[src/rtl/mem_bus_arbiter_if.sv]
// mem_bus_arbiter_if
//   Bundles the three requester ports (Icache, Dcache, uncached), the
//   bus-controller port and the arbiter debug taps into one interface.
//   Modports:
//     slave  - the arbiter: takes requests and bus responses, drives data back
//     master - the environment: the caches/EX stage plus the bus controller
//   Signals keep their _i/_o suffixes as seen from the arbiter.
//
//   Handshake semantics (all requesters): a requester raises *_req_i and holds
//   it, together with its address/write/data fields, until it sees the
//   matching one-cycle *_ready_o pulse, and drops it at the following clock
//   edge. On the bus side, bus_req_o is held with stable address/write/data
//   until bus_ack_i is seen high at a clock edge; each ack completes one beat.
interface mem_bus_arbiter_if #(
  parameter int LINE_WORDS = 4,
  parameter int MAX_WAIT   = 8
);
  localparam int BW = $clog2(LINE_WORDS);
  localparam int AW = $clog2(MAX_WAIT + 1);

  logic          ic_req_i;
  logic [31:0]   ic_addr_i;
  logic          ic_flush_i;
  logic          ic_rvalid_o;
  logic [31:0]   ic_rdata_o;
  logic [BW-1:0] ic_beat_o;
  logic          ic_ready_o;

  logic          dc_req_i;
  logic          dc_we_i;
  logic [31:0]   dc_addr_i;
  logic [31:0]   dc_wdata_i;
  logic          dc_rvalid_o;
  logic [31:0]   dc_rdata_o;
  logic          dc_ready_o;

  logic          un_req_i;
  logic          un_we_i;
  logic [31:0]   un_addr_i;
  logic [31:0]   un_wdata_i;
  logic [31:0]   un_rdata_o;
  logic          un_ready_o;

  logic          bus_req_o;
  logic          bus_we_o;
  logic [31:0]   bus_addr_o;
  logic [31:0]   bus_wdata_o;
  logic [31:0]   bus_rdata_i;
  logic          bus_ack_i;
  logic [1:0]    grant_o;

  logic [2:0]    dbg_state_o;
  logic [AW-1:0] dbg_age_o;

  modport slave (
    input  ic_req_i, ic_addr_i, ic_flush_i,
    output ic_rvalid_o, ic_rdata_o, ic_beat_o, ic_ready_o,
    input  dc_req_i, dc_we_i, dc_addr_i, dc_wdata_i,
    output dc_rvalid_o, dc_rdata_o, dc_ready_o,
    input  un_req_i, un_we_i, un_addr_i, un_wdata_i,
    output un_rdata_o, un_ready_o,
    output bus_req_o, bus_we_o, bus_addr_o, bus_wdata_o,
    input  bus_rdata_i, bus_ack_i,
    output grant_o, dbg_state_o, dbg_age_o
  );

  modport master (
    output ic_req_i, ic_addr_i, ic_flush_i,
    input  ic_rvalid_o, ic_rdata_o, ic_beat_o, ic_ready_o,
    output dc_req_i, dc_we_i, dc_addr_i, dc_wdata_i,
    input  dc_rvalid_o, dc_rdata_o, dc_ready_o,
    output un_req_i, un_we_i, un_addr_i, un_wdata_i,
    input  un_rdata_o, un_ready_o,
    input  bus_req_o, bus_we_o, bus_addr_o, bus_wdata_o,
    output bus_rdata_i, bus_ack_i,
    input  grant_o, dbg_state_o, dbg_age_o
  );
endinterface

[src/rtl/mem_bus_arbiter.sv]
// mem_bus_arbiter
//   Shares the single bus-controller port between Icache line refills,
//   Dcache refill/write-back bursts and single-beat uncached accesses.
//   Fixed priority uncached > Dcache > Icache, except that an Icache request
//   which has lost MAX_WAIT arbitrations is promoted to the top.
//   Ports:
//     clk     - clock
//     rst     - asynchronous reset, active-high
//     bus_if  - mem_bus_arbiter_if.slave: requester ports, bus-controller
//               port, grant_o and debug taps (dbg_state_o, dbg_age_o)
module mem_bus_arbiter #(
  parameter int LINE_WORDS = 4,
  parameter int MAX_WAIT   = 8
) (
  input  logic                   clk,
  input  logic                   rst,
  mem_bus_arbiter_if.slave       bus_if
);
  localparam int BW = $clog2(LINE_WORDS);
  localparam int AW = $clog2(MAX_WAIT + 1);
  localparam logic [BW-1:0] BEAT_LAST = BW'(LINE_WORDS - 1);
  localparam logic [AW-1:0] AGE_MAX   = AW'(MAX_WAIT);

  typedef enum logic [2:0] {
    IDLE  = 3'd0,
    GNT_I = 3'd1,
    GNT_D = 3'd2,
    GNT_U = 3'd3,
    RESP  = 3'd4
  } state_e;

  state_e        state_q;
  logic [BW-1:0] beat_q;
  logic [AW-1:0] age_q;
  logic [AW-1:0] age_d;
  logic          discard_q;
  logic          bus_req_q;
  logic [1:0]    grant_q;
  logic          ic_ready_q;
  logic          dc_ready_q;
  logic          un_ready_q;

  logic [31:0]   bus_addr;
  logic [31:0]   bus_wdata;
  logic          bus_we;

  // Saturating increment used when the Icache loses an arbitration.
  assign age_d = (age_q == AGE_MAX) ? age_q : age_q + 1'b1;

  always_ff @(posedge clk or posedge rst) begin
    if (rst) begin
      state_q    <= IDLE;
      beat_q     <= '0;
      age_q      <= '0;
      discard_q  <= 1'b0;
      bus_req_q  <= 1'b0;
      grant_q    <= 2'd0;
      ic_ready_q <= 1'b0;
      dc_ready_q <= 1'b0;
      un_ready_q <= 1'b0;
    end else begin
      // Ready outputs are one-cycle pulses: only the burst-end edge sets one.
      ic_ready_q <= 1'b0;
      dc_ready_q <= 1'b0;
      un_ready_q <= 1'b0;
      case (state_q)
        IDLE: begin
          if (bus_if.ic_req_i && (age_q == AGE_MAX)) begin
            state_q   <= GNT_I;
            grant_q   <= 2'd1;
            bus_req_q <= 1'b1;
            age_q     <= '0;
          end else if (bus_if.un_req_i) begin
            state_q   <= GNT_U;
            grant_q   <= 2'd3;
            bus_req_q <= 1'b1;
            if (bus_if.ic_req_i) age_q <= age_d;
          end else if (bus_if.dc_req_i) begin
            state_q   <= GNT_D;
            grant_q   <= 2'd2;
            bus_req_q <= 1'b1;
            if (bus_if.ic_req_i) age_q <= age_d;
          end else if (bus_if.ic_req_i) begin
            state_q   <= GNT_I;
            grant_q   <= 2'd1;
            bus_req_q <= 1'b1;
            age_q     <= '0;
          end
        end
        GNT_I: begin
          // A flush cannot cancel the bus burst; it only hides the result.
          if (bus_if.ic_flush_i) discard_q <= 1'b1;
          if (bus_if.bus_ack_i) begin
            if (beat_q == BEAT_LAST) begin
              state_q    <= RESP;
              beat_q     <= '0;
              bus_req_q  <= 1'b0;
              grant_q    <= 2'd0;
              ic_ready_q <= ~(discard_q | bus_if.ic_flush_i);
            end else begin
              beat_q <= beat_q + 1'b1;
            end
          end
        end
        GNT_D: begin
          if (bus_if.bus_ack_i) begin
            if (beat_q == BEAT_LAST) begin
              state_q    <= RESP;
              beat_q     <= '0;
              bus_req_q  <= 1'b0;
              grant_q    <= 2'd0;
              dc_ready_q <= 1'b1;
            end else begin
              beat_q <= beat_q + 1'b1;
            end
          end
        end
        GNT_U: begin
          if (bus_if.bus_ack_i) begin
            state_q    <= RESP;
            beat_q     <= '0;
            bus_req_q  <= 1'b0;
            grant_q    <= 2'd0;
            un_ready_q <= 1'b1;
          end
        end
        RESP: begin
          state_q   <= IDLE;
          discard_q <= 1'b0;
        end
        default: state_q <= IDLE;
      endcase
    end
  end

  // Bus-side mux; everything reads zero outside a grant.
  always_comb begin
    bus_addr  = '0;
    bus_wdata = '0;
    bus_we    = 1'b0;
    case (state_q)
      GNT_I: bus_addr = {bus_if.ic_addr_i[31:BW+2], beat_q, 2'b00};
      GNT_D: begin
        bus_addr  = {bus_if.dc_addr_i[31:BW+2], beat_q, 2'b00};
        bus_wdata = bus_if.dc_wdata_i;
        bus_we    = bus_if.dc_we_i;
      end
      GNT_U: begin
        bus_addr  = bus_if.un_addr_i;
        bus_wdata = bus_if.un_wdata_i;
        bus_we    = bus_if.un_we_i;
      end
      default: ;
    endcase
  end

  // Line offset bits of the burst addresses are replaced by the beat counter.
  logic unused_addr_bits;
  assign unused_addr_bits = ^{bus_if.ic_addr_i[BW+1:0], bus_if.dc_addr_i[BW+1:0]};

  assign bus_if.bus_req_o   = bus_req_q;
  assign bus_if.bus_addr_o  = bus_addr;
  assign bus_if.bus_wdata_o = bus_wdata;
  assign bus_if.bus_we_o    = bus_we;
  assign bus_if.grant_o     = grant_q;

  assign bus_if.ic_rvalid_o = (state_q == GNT_I) & bus_if.bus_ack_i
                              & ~discard_q & ~bus_if.ic_flush_i;
  assign bus_if.ic_rdata_o  = ((state_q == GNT_I) & bus_if.bus_ack_i) ? bus_if.bus_rdata_i : '0;
  assign bus_if.ic_beat_o   = beat_q;
  assign bus_if.ic_ready_o  = ic_ready_q;

  assign bus_if.dc_rvalid_o = (state_q == GNT_D) & bus_if.bus_ack_i & ~bus_if.dc_we_i;
  assign bus_if.dc_rdata_o  = ((state_q == GNT_D) & bus_if.bus_ack_i) ? bus_if.bus_rdata_i : '0;
  assign bus_if.dc_ready_o  = dc_ready_q;

  assign bus_if.un_rdata_o  = ((state_q == GNT_U) & bus_if.bus_ack_i) ? bus_if.bus_rdata_i : '0;
  assign bus_if.un_ready_o  = un_ready_q;

  assign bus_if.dbg_state_o = state_q;
  assign bus_if.dbg_age_o   = age_q;
endmodule

[src/flat_wrapper.sv]
// flat-port wrapper written by rule: the top's interface ports become plain ports
module mem_bus_arbiter_flat 
#(
  parameter int LINE_WORDS = 4,
  parameter int MAX_WAIT   = 8
)
  (clk, rst, bus_if_ic_req_i, bus_if_ic_addr_i, bus_if_ic_flush_i, bus_if_ic_rvalid_o, bus_if_ic_rdata_o, bus_if_ic_beat_o, bus_if_ic_ready_o, bus_if_dc_req_i, bus_if_dc_we_i, bus_if_dc_addr_i, bus_if_dc_wdata_i, bus_if_dc_rvalid_o, bus_if_dc_rdata_o, bus_if_dc_ready_o, bus_if_un_req_i, bus_if_un_we_i, bus_if_un_addr_i, bus_if_un_wdata_i, bus_if_un_rdata_o, bus_if_un_ready_o, bus_if_bus_req_o, bus_if_bus_we_o, bus_if_bus_addr_o, bus_if_bus_wdata_o, bus_if_bus_rdata_i, bus_if_bus_ack_i, bus_if_grant_o, bus_if_dbg_state_o, bus_if_dbg_age_o);
  mem_bus_arbiter_if #(.LINE_WORDS(LINE_WORDS), .MAX_WAIT(MAX_WAIT)) bus_if_i ();
  input  logic clk;
  input  logic rst;
  input wire logic [$bits(bus_if_i.ic_req_i)-1:0] bus_if_ic_req_i;
  input wire logic [$bits(bus_if_i.ic_addr_i)-1:0] bus_if_ic_addr_i;
  input wire logic [$bits(bus_if_i.ic_flush_i)-1:0] bus_if_ic_flush_i;
  output wire logic [$bits(bus_if_i.ic_rvalid_o)-1:0] bus_if_ic_rvalid_o;
  output wire logic [$bits(bus_if_i.ic_rdata_o)-1:0] bus_if_ic_rdata_o;
  output wire logic [$bits(bus_if_i.ic_beat_o)-1:0] bus_if_ic_beat_o;
  output wire logic [$bits(bus_if_i.ic_ready_o)-1:0] bus_if_ic_ready_o;
  input wire logic [$bits(bus_if_i.dc_req_i)-1:0] bus_if_dc_req_i;
  input wire logic [$bits(bus_if_i.dc_we_i)-1:0] bus_if_dc_we_i;
  input wire logic [$bits(bus_if_i.dc_addr_i)-1:0] bus_if_dc_addr_i;
  input wire logic [$bits(bus_if_i.dc_wdata_i)-1:0] bus_if_dc_wdata_i;
  output wire logic [$bits(bus_if_i.dc_rvalid_o)-1:0] bus_if_dc_rvalid_o;
  output wire logic [$bits(bus_if_i.dc_rdata_o)-1:0] bus_if_dc_rdata_o;
  output wire logic [$bits(bus_if_i.dc_ready_o)-1:0] bus_if_dc_ready_o;
  input wire logic [$bits(bus_if_i.un_req_i)-1:0] bus_if_un_req_i;
  input wire logic [$bits(bus_if_i.un_we_i)-1:0] bus_if_un_we_i;
  input wire logic [$bits(bus_if_i.un_addr_i)-1:0] bus_if_un_addr_i;
  input wire logic [$bits(bus_if_i.un_wdata_i)-1:0] bus_if_un_wdata_i;
  output wire logic [$bits(bus_if_i.un_rdata_o)-1:0] bus_if_un_rdata_o;
  output wire logic [$bits(bus_if_i.un_ready_o)-1:0] bus_if_un_ready_o;
  output wire logic [$bits(bus_if_i.bus_req_o)-1:0] bus_if_bus_req_o;
  output wire logic [$bits(bus_if_i.bus_we_o)-1:0] bus_if_bus_we_o;
  output wire logic [$bits(bus_if_i.bus_addr_o)-1:0] bus_if_bus_addr_o;
  output wire logic [$bits(bus_if_i.bus_wdata_o)-1:0] bus_if_bus_wdata_o;
  input wire logic [$bits(bus_if_i.bus_rdata_i)-1:0] bus_if_bus_rdata_i;
  input wire logic [$bits(bus_if_i.bus_ack_i)-1:0] bus_if_bus_ack_i;
  output wire logic [$bits(bus_if_i.grant_o)-1:0] bus_if_grant_o;
  output wire logic [$bits(bus_if_i.dbg_state_o)-1:0] bus_if_dbg_state_o;
  output wire logic [$bits(bus_if_i.dbg_age_o)-1:0] bus_if_dbg_age_o;
  assign bus_if_i.ic_req_i = bus_if_ic_req_i;
  assign bus_if_i.ic_addr_i = bus_if_ic_addr_i;
  assign bus_if_i.ic_flush_i = bus_if_ic_flush_i;
  assign bus_if_ic_rvalid_o = bus_if_i.ic_rvalid_o;
  assign bus_if_ic_rdata_o = bus_if_i.ic_rdata_o;
  assign bus_if_ic_beat_o = bus_if_i.ic_beat_o;
  assign bus_if_ic_ready_o = bus_if_i.ic_ready_o;
  assign bus_if_i.dc_req_i = bus_if_dc_req_i;
  assign bus_if_i.dc_we_i = bus_if_dc_we_i;
  assign bus_if_i.dc_addr_i = bus_if_dc_addr_i;
  assign bus_if_i.dc_wdata_i = bus_if_dc_wdata_i;
  assign bus_if_dc_rvalid_o = bus_if_i.dc_rvalid_o;
  assign bus_if_dc_rdata_o = bus_if_i.dc_rdata_o;
  assign bus_if_dc_ready_o = bus_if_i.dc_ready_o;
  assign bus_if_i.un_req_i = bus_if_un_req_i;
  assign bus_if_i.un_we_i = bus_if_un_we_i;
  assign bus_if_i.un_addr_i = bus_if_un_addr_i;
  assign bus_if_i.un_wdata_i = bus_if_un_wdata_i;
  assign bus_if_un_rdata_o = bus_if_i.un_rdata_o;
  assign bus_if_un_ready_o = bus_if_i.un_ready_o;
  assign bus_if_bus_req_o = bus_if_i.bus_req_o;
  assign bus_if_bus_we_o = bus_if_i.bus_we_o;
  assign bus_if_bus_addr_o = bus_if_i.bus_addr_o;
  assign bus_if_bus_wdata_o = bus_if_i.bus_wdata_o;
  assign bus_if_i.bus_rdata_i = bus_if_bus_rdata_i;
  assign bus_if_i.bus_ack_i = bus_if_bus_ack_i;
  assign bus_if_grant_o = bus_if_i.grant_o;
  assign bus_if_dbg_state_o = bus_if_i.dbg_state_o;
  assign bus_if_dbg_age_o = bus_if_i.dbg_age_o;
  mem_bus_arbiter #(.LINE_WORDS(LINE_WORDS), .MAX_WAIT(MAX_WAIT)) u_core (.clk(clk), .rst(rst), .bus_if(bus_if_i));
endmodule
[config.mk]
export PLATFORM = sky130hd
export DESIGN_NAME = mem_bus_arbiter_flat
export DESIGN_NICKNAME = d
export VERILOG_FILES = /design/src/rtl/mem_bus_arbiter_if.sv /design/src/rtl/mem_bus_arbiter.sv /design/src/flat_wrapper.sv
export SDC_FILE = /design/constraint.sdc
export NUM_CORES = 1
export LEC_CHECK = 0
export ABC_AREA = 1
export CAP_MARGIN = 40
export CORE_AREA = 2 2 148 150
export DETAILED_ROUTE_END_ITERATION = 8
export DIE_AREA = 0 0 150 152
export HOLD_SLACK_MARGIN = 0.05
export PLACE_DENSITY = 0.43
export REMOVE_ABC_BUFFERS = 1
export SYNTH_ARGS = -nofsm -noshare
export SYNTH_HDL_FRONTEND = slang
export SYNTH_SLANG_ARGS = --single-unit
export TNS_END_PERCENT = 100
[constraint.sdc]
create_clock -name clk -period 1.75 [get_ports clk]
set_input_delay 0.35 -clock clk [delete_from_list [all_inputs] [get_ports clk]]
set_output_delay 0.35 -clock clk [all_outputs]
set_load 0.01 [all_outputs]
* Word-level counts from Yosys, hierarchy flattened
Index checks and enable logic that the tools add are counted.
W data, S select, Z words.
** Word-level totals
- Register bits after elaboration :: 16
- Logic and storage cells :: 94
** Cells by class
- $add $sub $neg :: 2
- Equality and inequality tests :: 11
- Mux-type cells :: 49
- Bitwise operators :: 11
- Reduce and logical (&&, ||, !) cells :: 12
** Operators with widths (number)
- $mux W32 :: 3
- $pmux W32 S3 :: 1
- $pmux W32 S2 :: 1
- $mux W4 :: 6
- $mux W3 :: 7
- $mux W2 :: 9
- $mux W1 :: 16
- $pmux W3 S3 :: 1
- $and A1 B1 Y1 :: 6
- $eq A3 B2 Y1 const B :: 2
- $pmux W2 S3 :: 1
- $ne A5 B4 Y1 const B :: 1
- $reduce_and A5 Y1 :: 1
- $add A4 B1 Y4 const B :: 1
- $eq A4 B4 Y1 const B :: 1
- $ne A2 B1 Y1 const B :: 2
- $ne A2 B2 Y1 const B :: 2
- $not A1 Y1 :: 4
- $pmux W1 S2 :: 2
- $pmux W2 S2 :: 1
- $reduce_and A2 Y1 :: 2
- $reduce_and A4 Y1 :: 1
- $reduce_bool A2 Y1 :: 2
- $reduce_bool A4 Y1 :: 1
- 11 further kinds :: 11

* Logic depth before layout (Yosys ltp)
- Word-level depth :: 6
- Gate-level depth with buffers :: 8

* Worst setup path before layout
No wires, ideal clock.
- Path kind :: flip-flop to output port
- Start point :: register u_core.state_q[2], in the netlist u_core.bus_if.dbg_state_o[2]
- End point :: output port bus_if_dc_rdata_o[10]
- Arrival time :: 1.221 ns
- Required time :: 1.400 ns
- Slack :: 0.179 ns
- Cell stages (with the launch flop) :: 7
- Buffers on the path :: 1
- Cells stage by stage :: dfrtp_1 -> inv_2 -> nand3_1 -> inv_2 -> nand2_1 -> buf_2 -> nor2_1
** Between the ends
- Longest elaborated chain between the ends :: 3
** Ends and longest elaborated chain
- start, declared :: RTL line mem_bus_arbiter.sv:32 : state_e state_q;
- start signal, assigned :: RTL line mem_bus_arbiter.sv:52 : state_q <= IDLE;
- start signal, assigned :: RTL line mem_bus_arbiter.sv:69 : state_q <= GNT_I;
- start signal, assigned :: RTL line mem_bus_arbiter.sv:74 : state_q <= GNT_U;
- $eq A3 B2 Y1 :: RTL line mem_bus_arbiter.sv:174 : assign bus_if.dc_rdata_o = ((state_q == GNT_D) & bus_if.bus_ack_i) ? bus_if.bus_rdata_i : '0;
- $and A1 B1 Y1 :: RTL line mem_bus_arbiter.sv:174
- $mux W32 :: RTL line mem_bus_arbiter.sv:174
- end, declared :: RTL line flat_wrapper.sv:23 : output wire logic [$bits(bus_if_i.dc_rdata_o)-1:0] bus_if_dc_rdata_o;
Every way passes these cells.

* Worst setup path after layout
- Start point :: register u_core.state_q[0], in the netlist u_core.bus_if.dbg_state_o[0]
- End point :: output port bus_if_bus_addr_o[31]
** Between the ends
- Longest elaborated chain between the ends :: 2
** Ends and longest elaborated chain
- $eq A3 B2 Y1 / $eq A3 B1 Y1 (equally long branches) :: RTL line mem_bus_arbiter.sv:141 : case (state_q)
- $pmux W32 S3 (*) :: RTL line mem_bus_arbiter.sv:141
- end, declared :: RTL line flat_wrapper.sv:33 : output wire logic [$bits(bus_if_i.bus_addr_o)-1:0] bus_if_bus_addr_o;
Mark *: on every way between the ends. The rest lies on a longest branch, timed or not.

==> flow_summary.toml <==
[sta]
grt_setup_unrepaired = "yes"
setup_viol = 162
slew_headroom_pct = 60.54
setup-tns-final_ns = -28.34
finalHoldViolations = 0
worst_pin_slew_ns = 0.5909
slew_viol_final = 0
fin_ws_ns = -0.2984
finClkSkew_ns = 0.001966
holdWs_ns = 0.4227
min_period_ns = 2.048
min_period_over_period_pct = 117.0
max_freq_ghz = 0.4882

[worst_setup_path]
start_kind = "register"
end_kind = "output port"
path_class = "register to output port"
reg2reg_depth = 7
worstPathCellList = "buf_6, nand3_4, inv_6, buf_12, buf_12, buf_16, a22oi_1, nand2_1, buf_6"
cp_num_cells = 9
critPathRequiredTime_ns = 1.40
cpPeakStageDelay_ns = 0.40
crit_buf_inv = 6
rrSetupSlack_ns = 0.20
r2r-start = "u_core.bus_if.dbg_state_o[1]"
crit_path_max_fanout = 6
worstPathArrival_ns = 1.70
rr_endpoint = "u_core.bus_if.dbg_age_o[3]"
cp_slowest_cell = "dfrtp_1"
critical_path.top_delay_family = "buffers and inverters"

[place]
io_buffer_count = 370
placed_cell_area_um2 = 6315
dpl.hpwl_um = 14620
pre_cts_ws_ns = -0.5362
place_inst = 1032
gp_congestion = 0.8210

[yosys]
synth_top_area_share_pct = 19.63
synth_largest_area_cell = "nor2_1"
synth_flop_cell = "dfrtp_1"
synthesis.area_um2 = 2161
synth.yosys.seq_area_share_pct = 18.53
synth.distinct_cells = 18
synth_compound_area_share_pct = 24.49
synth_top_family_by_area = "simple AND/OR/NAND/NOR gates"
yosysWarnings = 0
synth-adder-area-share_pct = 1.737
synthXorXnorAreaFrac_pct = 0
synth-edff-count = 0
synth_most_common_cell = "nor2_1"
synth.area.top_cells = "nor2_1 (20%), dfrtp_1 (19%), nand2_1 (15%)"
postSynth.asyncResetShare_pct = 100.0
yosys-top-cells-count = "nor2_1 (113), nand2_1 (88), inv_1 (51), a22o_1 (33), a22oi_1 (26)"
synthCells = 386
yosys.area_share.simple_pct = 39.72
synth.mux.area_fraction_pct = 0
ys_ff_latch = 16
synth.avg_cell_area_um2 = 5.598

[clocking]
path_clk_slew_ns = 0.05
clk_path_buf_depth = 2
holdBufCountCts = 0
cts_tree = "done"
clk_latency_ns = 0.24
numCtsBuffers = 3
cts_max_level = 1
clock-sinks = 16
ctsRootBufferMaster = "clkbuf_16"

[routing]
ant_nets = 0
dr.pass1.iters = 4
detail_route.wl_per_cell_um = 19.40
vias_per_cell = 3.832
routed_wl_um = 21360
drt_iter0_drc = 169
drc = 0
dr_total_vias = 4219

[power]
clockPowerShare_pct = 5.4
internal_power_mw = 4.561
swShare_pct = 43.51
power.switching_mw = 3.514
leakagePower_nw = 3.727
pwr-share-seq_pct = 8.2
peakVddDrop_uv = 781.6
pwr-share-comb_pct = 86.4
power.density_nw_per_um2 = 1075
finalPower_mw = 8.075

[global_route]
antenna_found_initial = 0
grt_pass1_vias = 3934
grt_start_max_net_pins = 34
grt_usage_pct = 15.85
grt_pass1_wl_um = 26920
grt_overflow_total = 0

[final_layout]
fin_cells = 1101
final_core_util_pct = 35.17
layout-drive-gt1-share_pct = 40.56
diodes = 0
final_area_um2 = 7508
areaGrowthSynthToFinish_pct = 247.5
nNetsFinal = 1027

[die]
ios = 379
core_um2 = 21350
die_w_um = 150
initial_core_util_pct = 10.12
rows = 54
dieHeight_um = 152
die-area_um2 = 22800

[flow_run]
drv_cap = 0

[min_path]
hold_path.class = "input pin to async pin"

[run_status]
outcome = "complete, but fails checks"
violations = "setup timing"
[cell families after synthesis]
family	after synthesis
flip-flops	16
AND/OR/NAND/NOR	219
buffers and inverters	80
AO/OA/AOI/OAI	68
adder cells (fa/ha/maj)	3
[power groups by stage]
stage / Clock, mW / Sequential (mW) / Combinational [mW]
floorplan: 0 / 0.705 / 1.88
global placement: 0 / 0.653 / 5.20
detailed placement: 0 / 0.644 / 5.16
CTS: 0.451 / 0.658 / 6.11
global route: 0.465 / 0.681 / 7.42
finish: 0.433 / 0.664 / 6.98
[tightest hold or removal path, cell delays in order]
cell and delay (ns):
clkdlybuf4s50_1 0.40, inv_1 0.05, buf_4 0.23
[layer usage]
metal  wire [um]  track usage, %
met3        1321           2.883
met1        8622           18.13
met4         142           2.111
met2       11270           30.75
met5           0               0
[worst max path at each step]
stage                                 start               endpoint  slack [ns]
2_1_floorplan  u_core.bus_if.dbg_state_o[2]   bus_if_dc_rdata_o[0]       -0.77
3_3_place_gp               bus_if_bus_ack_i  bus_if_ic_rdata_o[17]       -0.49
3_5_place_dp               bus_if_bus_ack_i  bus_if_ic_rdata_o[17]       -0.54
4_1_cts        u_core.bus_if.dbg_state_o[0]  bus_if_bus_addr_o[30]       -0.31
5_1_grt        u_core.bus_if.dbg_state_o[0]  bus_if_bus_addr_o[23]       -0.36
6_report       u_core.bus_if.dbg_state_o[0]  bus_if_bus_addr_o[31]       -0.30
[what timing repair did]
item,4_1_cts,5_1_grt
cloned,15,12
setup endpoints to repair,163,163
resized for setup,592,278
pin swaps,8,20
buffers inserted,22,20
[state kept, by name, summed over array words and instances (netlist names)]
name / cells
u_core.bus_if.dbg_age_o: 4
u_core.bus_if.dbg_state_o: 3
u_core.bus_if.grant_o: 2
u_core.bus_if.ic_beat_o: 2
u_core.bus_if.bus_req_o: 1
u_core.bus_if.dc_ready_o: 1
u_core.bus_if.ic_ready_o: 1
u_core.bus_if.un_ready_o: 1
u_core.discard_q: 1
[cell type report]
| cell class | instances | area [um^2] |
|---|---|---|
| Sequential cell | 16 | 401.6 |
| Clock buffer | 3 | 75.07 |
| Timing Repair Buffer | 456 | 4584 |
| Multi-Input combinational cell | 290 | 1872 |
| Fill cell | 2295 | 13840 |
| Tap cell | 280 | 350.3 |
| Inverter | 56 | 225.2 |
[placed cells by master, fill, tap and decap left out, drive strengths merged, types with 2 or more instances in the layout]
| cell type | Yosys | layout |
|---|---|---|
| buf | 24 | 221 |
| clkdlybuf4s50 | 0 | 206 |
| nor2 | 113 | 113 |
| nand2 | 89 | 89 |
| inv | 56 | 54 |
| a22o | 33 | 33 |
| a22oi | 26 | 26 |
| clkbuf | 0 | 24 |
| dfrtp | 16 | 16 |
| nand3 | 14 | 14 |
| o21ai | 8 | 8 |
| clkdlybuf4s15 | 0 | 6 |
| ha | 3 | 3 |
| clkinv | 0 | 2 |
| dlymetal6s2s | 0 | 2 |
No activity file was read; power rests on OpenSTA's default activity.
